--- config.mk ---
export PLATFORM = sky130hd
export DESIGN_NAME = if_stage_fetch
export DESIGN_NICKNAME = d
export VERILOG_FILES = /design/src/rtl/if_stage_fetch.sv
export SDC_FILE = /design/constraint.sdc
export NUM_CORES = 1
export LEC_CHECK = 0
export ABC_AREA = 1
export CAP_MARGIN = 20
export CORE_MARGIN = 5
export CORE_UTILIZATION = 45
export CTS_CLUSTER_SIZE = 24
export DETAILED_ROUTE_END_ITERATION = 10
export GPL_ROUTABILITY_DRIVEN = 1
export HOLD_SLACK_MARGIN = 0.06
export PLACE_DENSITY = 0.73
export SLEW_MARGIN = 0
export SYNTH_ARGS = -nofsm -noshare
export SYNTH_HDL_FRONTEND = slang
export SYNTH_SLANG_ARGS = --single-unit
export TNS_END_PERCENT = 100
--- constraint.sdc ---
create_clock -name clk -period 2.25 [get_ports clk]
set_input_delay 0.45 -clock clk [delete_from_list [all_inputs] [get_ports clk]]
set_output_delay 0.45 -clock clk [all_outputs]
set_load 0.1 [all_outputs]
--- src/rtl/if_stage_fetch.sv ---
// if_stage_fetch: MIPS IF stage owning the PC, fetching over req/ack and loading the IF/ID register
module if_stage_fetch #(
  parameter logic [31:0] RESET_PC  = 32'h0000_0000,
  parameter logic [31:0] NOP_INSTR = 32'h0000_0000
) (
  input  logic        clk,
  input  logic        rst,
  output logic        imem_req,
  output logic [31:0] imem_addr,
  input  logic        imem_ack,
  input  logic [31:0] imem_rdata,
  input  logic        id_stall,
  input  logic        redirect,
  input  logic [31:0] redirect_pc,
  output logic [31:0] ifid_instr,
  output logic [31:0] ifid_pc4,
  output logic        ifid_valid,
  output logic [5:0]  ifid_opcode
);
  typedef enum logic [1:0] {S_REQ, S_HOLD, S_KILL} state_t;
  state_t state, state_n;
  logic [31:0] pc, pc_n, pc4, addr_n;
  logic [31:0] pend_instr, pend_instr_n, pend_pc4, pend_pc4_n;
  logic [31:0] instr_n, ifid_pc4_n;
  logic        valid_n, ack;
  assign pc4 = pc + 32'd4;
  // a response only counts while a request is actually on the bus
  assign ack = imem_ack & imem_req;
  assign ifid_opcode = ifid_instr[31:26];
  always_comb begin
    state_n = state;
    pc_n = pc;
    instr_n = ifid_instr;
    ifid_pc4_n = ifid_pc4;
    valid_n = ifid_valid;
    pend_instr_n = pend_instr;
    pend_pc4_n = pend_pc4;
    if (redirect) begin
      pc_n = {redirect_pc[31:2], 2'b00};
      instr_n = NOP_INSTR;
      ifid_pc4_n = 32'd0;
      valid_n = 1'b0;
      pend_instr_n = NOP_INSTR;
      pend_pc4_n = 32'd0;
      state_n = (imem_req && !ack) ? S_KILL : S_REQ;
    end else if (state == S_HOLD) begin
      if (!id_stall) begin
        instr_n = pend_instr;
        ifid_pc4_n = pend_pc4;
        valid_n = 1'b1;
        pend_instr_n = NOP_INSTR;
        pend_pc4_n = 32'd0;
        state_n = S_REQ;
      end
    end else if (state == S_REQ && ack) begin
      pc_n = pc4;
      if (id_stall) begin
        pend_instr_n = imem_rdata;
        pend_pc4_n = pc4;
        state_n = S_HOLD;
      end else begin
        instr_n = imem_rdata;
        ifid_pc4_n = pc4;
        valid_n = 1'b1;
      end
    end else begin
      state_n = (state == S_KILL && ack) ? S_REQ : state;
      if (!id_stall) begin
        instr_n = NOP_INSTR;
        ifid_pc4_n = 32'd0;
        valid_n = 1'b0;
      end
    end
    addr_n = (state_n == S_KILL) ? imem_addr : pc_n;
  end
  always_ff @(posedge clk) begin
    if (rst) begin
      state <= S_REQ;
      pc <= RESET_PC;
      imem_req <= 1'b0;
      imem_addr <= RESET_PC;
      ifid_instr <= NOP_INSTR;
      ifid_pc4 <= 32'd0;
      ifid_valid <= 1'b0;
      pend_instr <= NOP_INSTR;
      pend_pc4 <= 32'd0;
    end else begin
      state <= state_n;
      pc <= pc_n;
      imem_req <= state_n != S_HOLD;
      imem_addr <= addr_n;
      ifid_instr <= instr_n;
      ifid_pc4 <= ifid_pc4_n;
      ifid_valid <= valid_n;
      pend_instr <= pend_instr_n;
      pend_pc4 <= pend_pc4_n;
    end
  end
endmodule

==> summary by stage, run 1 <==
Synth
Counting distinct cell types in the post-synthesis netlist gives 36. In the post-synthesis netlist, the biggest area contributors are sky130_fd_sc_hd__dfxtp_1 (46%), sky130_fd_sc_hd__nand2_1 (12%), sky130_fd_sc_hd__a21oi_1 (10%), sky130_fd_sc_hd__nand3_1 (6.3%), sky130_fd_sc_hd__a22oi_1 (4.5%). The net count of the mapped netlist is 1221. After synthesis, the mean cell area works out to 7.381 um2.

The main flop type after synthesis is sky130_fd_sc_hd__dfxtp_1. The post-synthesis instance area is 8488 um2. The post-synthesis sequential area ratio is 46.23%. Yosys instantiated no cell more often than sky130_fd_sc_hd__nand2_1. The post-synthesis cell count is 1150. The Yosys step of the flow raised 0 warnings.

The cell type with the largest total area after synthesis is sky130_fd_sc_hd__dfxtp_1. The commonest cells after synthesis are sky130_fd_sc_hd__nand2_1 (270), sky130_fd_sc_hd__dfxtp_1 (196), sky130_fd_sc_hd__a21oi_1 (174). The share of synthesized area in the top cell type comes to 46.23%.

The number of storage elements in the synthesis netlist is 196. The count of flip-flops with a built-in enable after synthesis is 0. The fraction of registers with async set or reset after synthesis is 0%.

Critical path
The most critical setup path has its startpoint at pc[3]$_SDFF_PP0_. For the worst setup path, the data required time is 2610 ps. STA classifies the critical path startpoint as a register. The most common cell type on the critical path is sky130_fd_sc_hd__nand2_1.

The origin of the critical flop-to-flop path is pc[3]$_SDFF_PP0_. The critical path ends at ifid_pc4[24]$_SDFFE_PP0N_. The signal arrival time at the worst endpoint is 2410 ps. The path depth of the worst reg2reg path is 11. The maximum fanout encountered on the critical timing path is 3. Counting both buffers and inverters, the worst setup path holds a total of 1.

The kind of cell with the highest combined delay on the critical path is simple AND/OR/NAND/NOR gates. The endpoint identified for the worst register-to-register timing path is ifid_pc4[24]$_SDFFE_PP0N_. The type of the setup path with the least slack is register to register. In this run the number of cells on the critical path is 11. The slowest cell on the critical path is sky130_fd_sc_hd__dfxtp_1.

The category of the worst setup path capture point is a register. Walking the worst path, the cells encountered are ha_1 > nand2_1 > nor2_2 > nand2_1 > nor2_1 > nand2_1 > nand2_1 > nand3_1 > inv_1 > nand2_1 > a21oi_1. The largest single stage delay on the critical path is 390 ps. The register-to-register path setup slack is 210 ps.

Clock tree
The clock-pin transition on the worst setup and hold timing paths is 70 ps. The post-cts resize count is 0. The CTS tree is yes. The H-tree was split into 4 levels. At the later pin of the worst-skew pair, clock insertion delay measures 430 ps. Once the clock tree was built, the setup fixing pass inserted 0 buffers. The number of buffers on the longest clock path is 2. The number of hold buffers added after CTS was 0.

The clock drives 196 sinks. The TritonCTS buffer count is 17. The cell sitting at the root of the clock tree is a sky130_fd_sc_hd__clkbuf_16.

Timing
The worst path uses 90.81% of the clock period. The upper clock frequency limit is 0.4894 GHz. The final-report max-slew violation count is 0.

At the pin with the least slew margin, the transition time is 532.6 ps. The number of hold violations in the final report is 0. In the final timing run, aggregate negative setup slack is 0 ps. The shortest period the worst path allows is 2043 ps. Setup repair after global routing left no endpoint under its margin. The final worst-path setup slack is 206.9 ps.

The setup violation total in the final timing report is 0. The relative slew slack is 64.50%. Across the routed clock network, the largest skew measured is 8.411 ps.

Power
The proportion of total power due to net switching is 29.56%. Of the total power, combinational logic draws 16.2%. The cell internal power dissipation is 5.771 mW.

Summed over all cells, the static leakage comes to 4.200 nW. The proportion of power drawn by flip-flops and latches is 45.0%. For this design the total switching power over the nets is 2.422 mW. Per report_power, the clock group accounts for 38.9% of the total. In this run the power density over the cells is 761.3 nW/um2. Across the VDD grid, the largest voltage drop is 0.0005999 V.

Finish
The final net count is 1356. The synthesis-to-layout area growth is 26.80%. Cells with a size suffix above 1 make up 16.26% of the layout. The antenna cell count is 0.

Floorplanning
Row generation in the floorplan step produced 50 rows. The area of the die is 21710 um2. The starting density of the core is 45.53%. The vertical die dimension is 147.3 um. The horizontal die dimension is 147.3 um. The area of the core is 18640 um2.

For this design the top-level I/O count stands at 173.

Drt
After detailed routing, the average wire length per cell comes to 15.75 um. The post-route DRC violation count is 0. The routed via count divided by cell count is 5.260. The antenna violation net count after detailed routing is 0. The total number of vias is 8059.

For this block, the routed nets add up to 24.13 mm of wire. The violation count after the first detailed-route iteration is 565. For this run, the detailed router's first-pass iteration total came to 5.

Placement
The setup slack at placement is -5.815 ps. The count of buffers added on input and output ports is 170. The half-perimeter wire length of the detailed placement result is 16.94 mm. At the end of routability-driven placement, the weighted congestion stood at 0.9276.

GRT
The number of global-route vias before repair is 7416. The global-route wire length before repair is 39.18 mm. Summed over all layers, the global routing overflow is 0. Entering global routing, the biggest net connects 80 pins.

The global routing usage summed across all routing layers is 22.00%. The initial antenna violation count is 1.

Status
The flow ran to the end, and the final reports show no timing, DRC or antenna violations.

Job
The max-cap violation count is 0.

Min path
The kind of path behind the tightest hold check is register to register.
-- metal layers --
| layer | vias up | share of wire [%] | track usage (%) |
|---|---|---|---|
| met5 | - | 0.029 | 0 |
| met4 | 2 | 1.2 | 5.592 |
| met3 | 23 | 6.3 | 4.473 |
| met2 | 261 | 44 | 33.16 |
| met1 | 3658 | 49 | 32.27 |
| li1 | 4115 | - | - |
-- layout by cell type (no fill, tap or decap), types with 5 or more instances in the layout --
| master | Yosys | layout |
|---|---|---|
| sky130_fd_sc_hd__o21bai_1 | 8 | 8 |
| sky130_fd_sc_hd__clkbuf_16 | 0 | 17 |
| sky130_fd_sc_hd__clkdlybuf4s50_1 | 0 | 65 |
| sky130_fd_sc_hd__dfxtp_1 | 196 | 195 |
| sky130_fd_sc_hd__nand3_1 | 106 | 106 |
| sky130_fd_sc_hd__buf_12 | 0 | 8 |
| sky130_fd_sc_hd__a22oi_1 | 51 | 51 |
| sky130_fd_sc_hd__nand4_1 | 8 | 8 |
| sky130_fd_sc_hd__a21oi_1 | 174 | 174 |
| sky130_fd_sc_hd__or2_2 | 16 | 16 |
| sky130_fd_sc_hd__o21ai_0 | 21 | 21 |
| sky130_fd_sc_hd__nand2_1 | 270 | 270 |
| sky130_fd_sc_hd__o21ai_1 | 29 | 29 |
| sky130_fd_sc_hd__inv_1 | 52 | 51 |
| sky130_fd_sc_hd__nor2_4 | 4 | 5 |
| sky130_fd_sc_hd__nor2_2 | 8 | 7 |
| sky130_fd_sc_hd__inv_2 | 5 | 5 |
| sky130_fd_sc_hd__buf_4 | 14 | 128 |
| sky130_fd_sc_hd__nor2_1 | 82 | 82 |
-- cells by family after synthesis --
group,Yosys count,synth area share (%)
flops,196,46.23
xor+xnor,8,0.8254
fa+ha+maj,2,0.2948
simple gates,505,25.68
buf+inv,144,7.503
compound gates,295,19.47
-- power by group through the flow --
stage | clock network [mW] | registers, mW | logic [mW]
floorplan | 0 | 4.20 | 0.465
global placement | 0 | 3.76 | 1.32
detailed placement | 0 | 3.76 | 1.33
CTS | 3.25 | 3.68 | 1.33
global route | 3.39 | 3.70 | 1.42
finish | 3.18 | 3.68 | 1.33
-- flip-flops by register name (all words and copies together), names as in the netlist --
register	flops
ifid_instr	32
ifid_pc4	32
imem_addr	32
pc	32
pend_instr	32
pend_pc4	32
state	2
ifid_valid	1
imem_req	1
-- worst min path at each step --
stage,from,endpoint,slack (ps),cells after the start
final,pend_instr[27]$_SDFFE_PP0P_,pend_instr[27]$_SDFFE_PP0P_,460,2
after global routing,pend_instr[10]$_SDFFE_PP0P_,pend_instr[10]$_SDFFE_PP0P_,480,2
after CTS,pend_instr[6]$_SDFFE_PP0P_,pend_instr[6]$_SDFFE_PP0P_,460,2
after detailed placement,pend_instr[6]$_SDFFE_PP0P_,pend_instr[6]$_SDFFE_PP0P_,450,2
after global placement,pend_instr[9]$_SDFFE_PP0P_,pend_instr[9]$_SDFFE_PP0P_,450,2
after floorplan,pend_instr[10]$_SDFFE_PP0P_,pend_instr[10]$_SDFFE_PP0P_,440,2
-- area by class of cell --
type,instances,area [um2]
multi-input cells,810,3933
flip-flops and latches,196,3925
clock inverters,13,171.4
repair buffers,202,1777
well taps,234,292.8
clock buffers,19,442.9
inverters,58,221.5
fillers,1765,7880
-- stage by stage --
stage          util, %  hold slack (ps)  power, mW  instance area, um2  cells
2_1_floorplan        -            439.8      4.666                8489   1150
3_3_place_gp     54.44            447.5      5.079               10150   1500
3_5_place_dp     54.44            452.7      5.083               10150   1500
4_1_cts          57.73            463.5      8.257               10760   1532
5_1_grt          57.73            476.8      8.508               10760   1532
6_report         57.73            462.6      8.193               10760   1532
-- worst reg2reg max path: stages (launching register included) --
cell and delay, ps:
sky130_fd_sc_hd__dfxtp_1 390, sky130_fd_sc_hd__ha_1 210, sky130_fd_sc_hd__nand2_1 90, sky130_fd_sc_hd__nor2_2 190
sky130_fd_sc_hd__nand2_1 150, sky130_fd_sc_hd__nor2_1 350, sky130_fd_sc_hd__nand2_1 90, sky130_fd_sc_hd__nand2_1 70
sky130_fd_sc_hd__nand3_1 130, sky130_fd_sc_hd__inv_1 120, sky130_fd_sc_hd__nand2_1 50, sky130_fd_sc_hd__a21oi_1 130
(Power assumes the default switching activity.)
==> run 2, diff against run 1 <==
- DONT_BUFFER_PORTS: default -> 1
- PLACE_DENSITY: 0.73 -> 0.62
==> summary by stage, run 2 (synthesis gave the netlist of run 1 again) <==
Status
Outcome: completed (unchanged).

Timing
The shortest period the worst path allows is 1961 ps (was 2043 ps). RSZ-0062 raised after global routing: false (unchanged). The relative slew slack is 62.05% (was 64.50%). The upper clock frequency limit is 0.5099 GHz (was 0.4894 GHz). The final-report max-slew violation count came to 0 (unchanged).

The number of hold violations in the final report is 0 (unchanged). The clock skew is 9.663 ps (was 8.411 ps). The setup total negative slack is 0 ps (unchanged). The post-route fraction of the period consumed by the critical path was 87.17% (was 90.81%). The setup violation total in the final timing report is 0 (unchanged). The hold slack is 80.87 ps (was 462.6 ps).

The slew at the pin closest to its max-slew limit is 569.3 ps (was 532.6 ps).

Floorplanning
The area of the core was 18640 um2 (unchanged). The starting density of the core is 45.53% (unchanged). The number of standard-cell rows in the floorplan is 50 (unchanged). The vertical die dimension is 147.3 um (unchanged).

The total I/O pin count is 173 (unchanged). The horizontal die dimension is 147.3 um (unchanged). The area of the die is 21710 um2 (unchanged).

Clock tree
The number of buffers on the longest clock path came to 2 (unchanged). The maximum level of the CTS H-tree is 4 (unchanged). The clock latency at the later pin of the worst-skew pair was 440 ps (was 430 ps).

The TritonCTS buffer count came to 17 (unchanged). The CTS tree is yes (unchanged). The post-cts resize count is 0 (unchanged). The cell at the root of the clock tree is sky130_fd_sc_hd__clkbuf_16 (unchanged). The clock-pin transition on the worst setup and hold timing paths was 70 ps (about the same). The clock sink count is 196 (unchanged).

Critical path
The category of the worst setup path capture point is a register (unchanged). The required time at the worst-slack endpoint came to 2610 ps (about the same). The slowest cell on the critical path is sky130_fd_sc_hd__dfxtp_1 (unchanged). The delay of the slowest cell on the worst path is 360 ps (was 390 ps). The count of buffer and inverter cells on the critical path is 0 (was 1).

The signal arrival time at the worst endpoint came to 2330 ps (was 2410 ps). The type of the setup path with the least slack is register to register (unchanged). Cells along the critical path: ha_1 > nand2_1 > nor2_2 > nand2_2 > nor2_2 > nand2_1 > nand2_1 > nand3_1 > nand2_1 > nand2_1 > a21oi_1 (was ha_1 > nand2_1 > nor2_2 > nand2_1 > nor2_1 > nand2_1 > nand2_1 > nand3_1 > inv_1 > nand2_1 > a21oi_1). The most common cell type on the critical path is sky130_fd_sc_hd__nand2_1 (unchanged).

The maximum fanout encountered on the critical timing path is 7 (was 3). The launching element type of the critical path is a register (unchanged). The kind of cell with the highest combined delay on the critical path is simple AND/OR/NAND/NOR gates (unchanged).

Power
The power share of the clock group was 38.9% (about the same). The cell internal power dissipation is 5.471 mW (was 5.771 mW). The net load switching power is 2.398 mW (was 2.422 mW).

The logic gate share of total power came to 14.5% (was 16.2%). The total power density per cell area is 791.0 nW/um2 (was 761.3 nW/um2). The proportion of power drawn by flip-flops and latches came to 46.6% (was 45.0%). The proportion of total power due to net switching was 30.48% (was 29.56%).

The static leakage came to 3.829 nW (was 4.200 nW). The worst vdd rail ir drop is 0.0005965 V (was 0.0005999 V).

Drt
The routed via count divided by cell count was 5.302 (was 5.260). The total number of vias is 7666 (was 8059). The final wirelength came to 23.62 mm (was 24.13 mm). The antenna violation net count after detailed routing was 0 (unchanged). The post-route DRC violation count is 0 (unchanged). The detailed-router iteration count before antenna repair is 4 (was 5). The violation count after the first detailed-route iteration was 427 (was 565).

The detail-routed net length per standard cell is 16.33 um (was 15.75 um).

GRT
The global routing usage summed across all routing layers is 21.27% (was 22.00%). The maximum number of pins on one net before global-route repair is 93 (was 80). The initial antenna violation count was 0 (was 1). The global-route wire length before repair is 37.77 mm (was 39.18 mm). The number of global-route vias before repair is 7145 (was 7416). The overall overflow remaining after global route is 0 (unchanged).

Job
The max-cap violation count was 0 (unchanged).

Finish
The share of cells above drive strength 1 is 16.17% (was 16.26%). The final net count is 1270 (was 1356). The synthesis-to-layout area growth is 17.22% (was 26.80%). The antenna cell count came to 0 (unchanged).

The most frequent standard cell in the layout excluding fill and tap cells is sky130_fd_sc_hd__nand2_1 (unchanged). Highest-count cells in the layout ignoring fill and taps: sky130_fd_sc_hd__nand2_1 (270), sky130_fd_sc_hd__dfxtp_1 (189), sky130_fd_sc_hd__a21oi_1 (174) (was sky130_fd_sc_hd__nand2_1 (270), sky130_fd_sc_hd__dfxtp_1 (195), sky130_fd_sc_hd__a21oi_1 (174)).

Placement
The half-perimeter wire length of the detailed placement result was 16.07 mm (was 16.94 mm). The count of input and output buffers came to 0 (was 170). The global placement routability congestion is 0.8730 (was 0.9276).

Min path
The kind of path behind the tightest hold check is input pin to register (was register to register).
-- run 2: final cells by class --
cell class,instances,area (um2)
Sequential cell,196,3933
Timing Repair Buffer,116,973.4
Clock inverter,13,138.9
Inverter,58,221.5
Clock buffer,19,452.9
Fill cell,1835,8693
Tap cell,234,292.8
Multi-Input combinational cell,810,3938
-- run 2: path summary, 6_finish.rpt --
path,to,from,cells past startpoint,slack (ps)
worst max register to register,imem_addr[22]$_SDFFE_PP0P_,pc[2]$_SDFF_PP0_,11,290
worst min-delay path,pc[15]$_SDFF_PP0_,rst,1,80
worst max-delay path,imem_addr[22]$_SDFFE_PP0P_,pc[2]$_SDFF_PP0_,11,290
worst min register to register,pend_instr[24]$_SDFFE_PP0P_,pend_instr[24]$_SDFFE_PP0P_,2,460
-- run 2: through the flow --
step                cell area [um2]  std cells  setup WS [ps]  util, %  power (mW)
global route                   9950       1446          51.79    53.37       8.179
global placement               9348       1413          296.2    50.14       4.874
CTS                            9940       1445          281.3    53.32       7.929
finish                         9950       1446          288.7    53.37       7.870
detailed placement             9348       1413          261.9    50.14       4.883
floorplan                      8489       1150          74.65        -       4.666
-- run 2: worst reg2reg max path, cell delays in order, from the launching register on --
cell and delay [ps]:
sky130_fd_sc_hd__dfxtp_1 360, sky130_fd_sc_hd__ha_1 200, sky130_fd_sc_hd__nand2_1 70, sky130_fd_sc_hd__nor2_2 180
sky130_fd_sc_hd__nand2_2 170, sky130_fd_sc_hd__nor2_2 260, sky130_fd_sc_hd__nand2_1 80, sky130_fd_sc_hd__nand2_1 80
sky130_fd_sc_hd__nand3_1 140, sky130_fd_sc_hd__nand2_1 130, sky130_fd_sc_hd__nand2_1 70, sky130_fd_sc_hd__a21oi_1 130
-- run 2: power groups by stage --
| stage | clock [mW] | combinational [mW] | sequential (mW) |
|---|---|---|---|
| finish | 3.06 | 1.14 | 3.66 |
| global route | 3.28 | 1.22 | 3.68 |
| CTS | 3.12 | 1.14 | 3.66 |
| detailed placement | 0 | 1.14 | 3.74 |
| global placement | 0 | 1.13 | 3.74 |
| floorplan | 0 | 0.465 | 4.20 |
-- run 2: layer usage --
metal / wire length, um / track usage (%) / up-vias
met5: 0 / 0 / -
met1: 11180 / 30.05 / 3475
li1: - / - / 3953
met2: 10300 / 32.19 / 215
met4: 291 / 5.405 / 0
met3: 1857 / 5.984 / 23
-- run 2: timing repair --
action | 4_1_cts | 5_1_grt
buffers inserted | 0 | 0
endpoints found under the hold margin | 0 | 3
hold buffers | 0 | 1
==> run 3, diff against run 2 <==
- RECOVER_POWER: default -> 25
==> summary by stage, run 3 (synthesis gave the netlist of run 1 again) <==
Placement
The half-perimeter wire length of the detailed placement result came to 16.07 mm (unchanged). The post-placement cell count is 1413 (unchanged). The global placement routability congestion was 0.8730 (unchanged). The count of input and output buffers was 0 (unchanged).

Floorplanning
The area of the core is 18640 um2 (unchanged). The starting density of the core came to 45.53% (unchanged). The total I/O pin count was 173 (unchanged). The vertical die dimension is 147.3 um (unchanged). The number of standard-cell rows in the floorplan is 50 (unchanged). The horizontal die dimension is 147.3 um (unchanged). The area of the die is 21710 um2 (unchanged).

Critical path
The kind of cell with the highest combined delay on the critical path is buffers and inverters (was simple AND/OR/NAND/NOR gates). The most common cell type on the critical path is sky130_fd_sc_hd__inv_2 (was sky130_fd_sc_hd__nand2_1). The required time at the worst-slack endpoint is 2550 ps (was 2610 ps). The launching element type of the critical path is a register (unchanged). Cells along the critical path: inv_2 > nor2_4 > inv_2 > nor2_1 > inv_2 > nand2_2 > inv_2 > buf_12 > nand2_1 > a21oi_1 (was ha_1 > nand2_1 > nor2_2 > nand2_2 > nor2_2 > nand2_1 > nand2_1 > nand3_1 > nand2_1 > nand2_1 > a21oi_1). The count of buffer and inverter cells on the critical path is 5 (was 0). The category of the worst setup path capture point is a register (unchanged). The signal arrival time at the worst endpoint is 2280 ps (was 2330 ps). The slowest cell on the critical path is sky130_fd_sc_hd__dfxtp_1 (unchanged).

The register-to-register path setup slack was 270 ps (was 290 ps). The maximum fanout encountered on the critical timing path was 42 (was 7). The delay of the slowest cell on the worst path is 370 ps (was 360 ps).

The type of the setup path with the least slack is register to register (unchanged).

Power
The worst vdd rail ir drop is 0.0005914 V (was 0.0005965 V). The total power density per cell area came to 802.0 nW/um2 (was 791.0 nW/um2). The static leakage is 3.802 nW (was 3.829 nW).

Clock tree
The clock latency at the later pin of the worst-skew pair is 430 ps (was 440 ps). The post-cts resize count is 0 (unchanged). The count of hold-fix buffers inserted at cts was 0 (unchanged).

The number of buffers on the longest clock path is 2 (unchanged). The clock-pin transition on the worst setup and hold timing paths came to 70 ps (about the same). The clock sink count was 196 (unchanged). The CTS tree is yes (unchanged).

The buffer count from post-CTS setup fixing is 0 (unchanged). The cell at the root of the clock tree is sky130_fd_sc_hd__clkbuf_16 (unchanged). The maximum level of the CTS H-tree was 4 (unchanged). The TritonCTS buffer count was 17 (unchanged).

Finish
The number of standard cells in the layout, taps in and fillers out is 1446 (unchanged). The share of cells above drive strength 1 is 15.76% (was 16.17%). The final net count was 1270 (unchanged). The multi-input combinational cell area is 3930 um2 (was 3938 um2). The fill cell total of the finished layout is 1893 (was 1835).

The most frequent standard cell in the layout excluding fill and tap cells was sky130_fd_sc_hd__nand2_1 (unchanged). The antenna cell count is 0 (unchanged). The area taken by flip-flops and latches is 3931 um2 (was 3933 um2). Highest-count cells in the layout ignoring fill and taps: sky130_fd_sc_hd__nand2_1 (270), sky130_fd_sc_hd__dfxtp_1 (190), sky130_fd_sc_hd__a21oi_1 (174) (was sky130_fd_sc_hd__nand2_1 (270), sky130_fd_sc_hd__dfxtp_1 (189), sky130_fd_sc_hd__a21oi_1 (174)).

The synthesis-to-layout area growth was 14.95% (was 17.22%).

GRT
The global-route wire length before repair was 37.77 mm (unchanged). The initial antenna violation count is 0 (unchanged). The number of global-route vias before repair is 7145 (unchanged).

The maximum number of pins on one net before global-route repair was 93 (unchanged). The global routing usage summed across all routing layers came to 21.27% (unchanged). The overall overflow remaining after global route is 0 (unchanged).

Timing
The upper clock frequency limit is 0.5055 GHz (was 0.5099 GHz). The clock skew came to 9.591 ps (was 9.663 ps). The slew at the pin closest to its max-slew limit was 1049 ps (was 569.3 ps). The setup violation total in the final timing report is 0 (unchanged). The final-report max-slew violation count is 0 (unchanged). The number of hold violations in the final report is 0 (unchanged). The post-route fraction of the period consumed by the critical path was 87.93% (was 87.17%).

The relative slew slack came to 30.05% (was 62.05%). RSZ-0062 raised after global routing: false (unchanged). The shortest period the worst path allows came to 1978 ps (was 1961 ps). The setup total negative slack is 0 ps (unchanged).

Status
Outcome: completed (unchanged).

Drt
The detailed-router iteration count before antenna repair is 5 (was 4). The final wirelength is 23.57 mm (was 23.62 mm). The total number of vias is 7660 (was 7666). The routed via count divided by cell count is 5.297 (was 5.302). The detail-routed net length per standard cell is 16.30 um (was 16.33 um). The violation count after the first detailed-route iteration is 404 (was 427). The antenna violation net count after detailed routing is 0 (unchanged). The post-route DRC violation count came to 0 (unchanged).

Min path
The kind of path behind the tightest hold check is input pin to register (unchanged).

Job
The max-cap violation count is 0 (unchanged).
## run 3: final cells by class
type	count	share of cell area, %
flip-flops and latches	196	40.29
well taps	234	3.001
inverters	58	2.270
repair buffers	116	8.092
multi-input cells	810	40.28
clock inverters	13	1.423
clock buffers	19	4.642
## run 3: metrics by stage
| step | setup slack (ps) | area (um2) | hold WS, ps | util, % | total power, mW |
|---|---|---|---|---|---|
| 6_report | 271.6 | 9757 | 83.22 | 52.34 | 7.825 |
| 5_1_grt | 51.79 | 9757 | 67.40 | 52.34 | 8.140 |
| 4_1_cts | 281.3 | 9940 | 67.91 | 53.32 | 7.929 |
| 3_5_place_dp | 261.9 | 9348 | 453.7 | 50.14 | 4.883 |
| 3_3_place_gp | 296.2 | 9348 | 449.0 | 50.14 | 4.874 |
| 2_1_floorplan | 74.65 | 8489 | 439.8 | - | 4.666 |
## run 3: worst paths after layout
check | start | to | cells after the start
setup / recovery | state[0]$_SDFF_PP0_ | pend_pc4[10]$_SDFFE_PP0P_ | 10
hold / removal | rst | pc[25]$_SDFF_PP0_ | 1
setup reg to reg | state[0]$_SDFF_PP0_ | pend_pc4[10]$_SDFFE_PP0P_ | 10
hold reg to reg | pend_instr[24]$_SDFFE_PP0P_ | pend_instr[24]$_SDFFE_PP0P_ | 2
## run 3: routing by layer
layer  part of all wire [%]  wire, um  up-vias  track usage [%]
met5                      0         0        -                0
met4                    1.2       277        0            5.405
met3                    8.0      1893       22            5.984
met2                     44     10300      217            32.19
met1                     47     11100     3450            30.05
li1                       -         -     3971                -
## run 3: report_power, final
| part | switching (mW) | internal (mW) | leakage, nW | total [mW] |
|---|---|---|---|---|
| combinational | 0.882 | 0.222 | 1.92 | 1.10 |
| clock | 1.43 | 1.63 | 0.283 | 3.06 |
| sequential | 0.0775 | 3.58 | 1.60 | 3.66 |
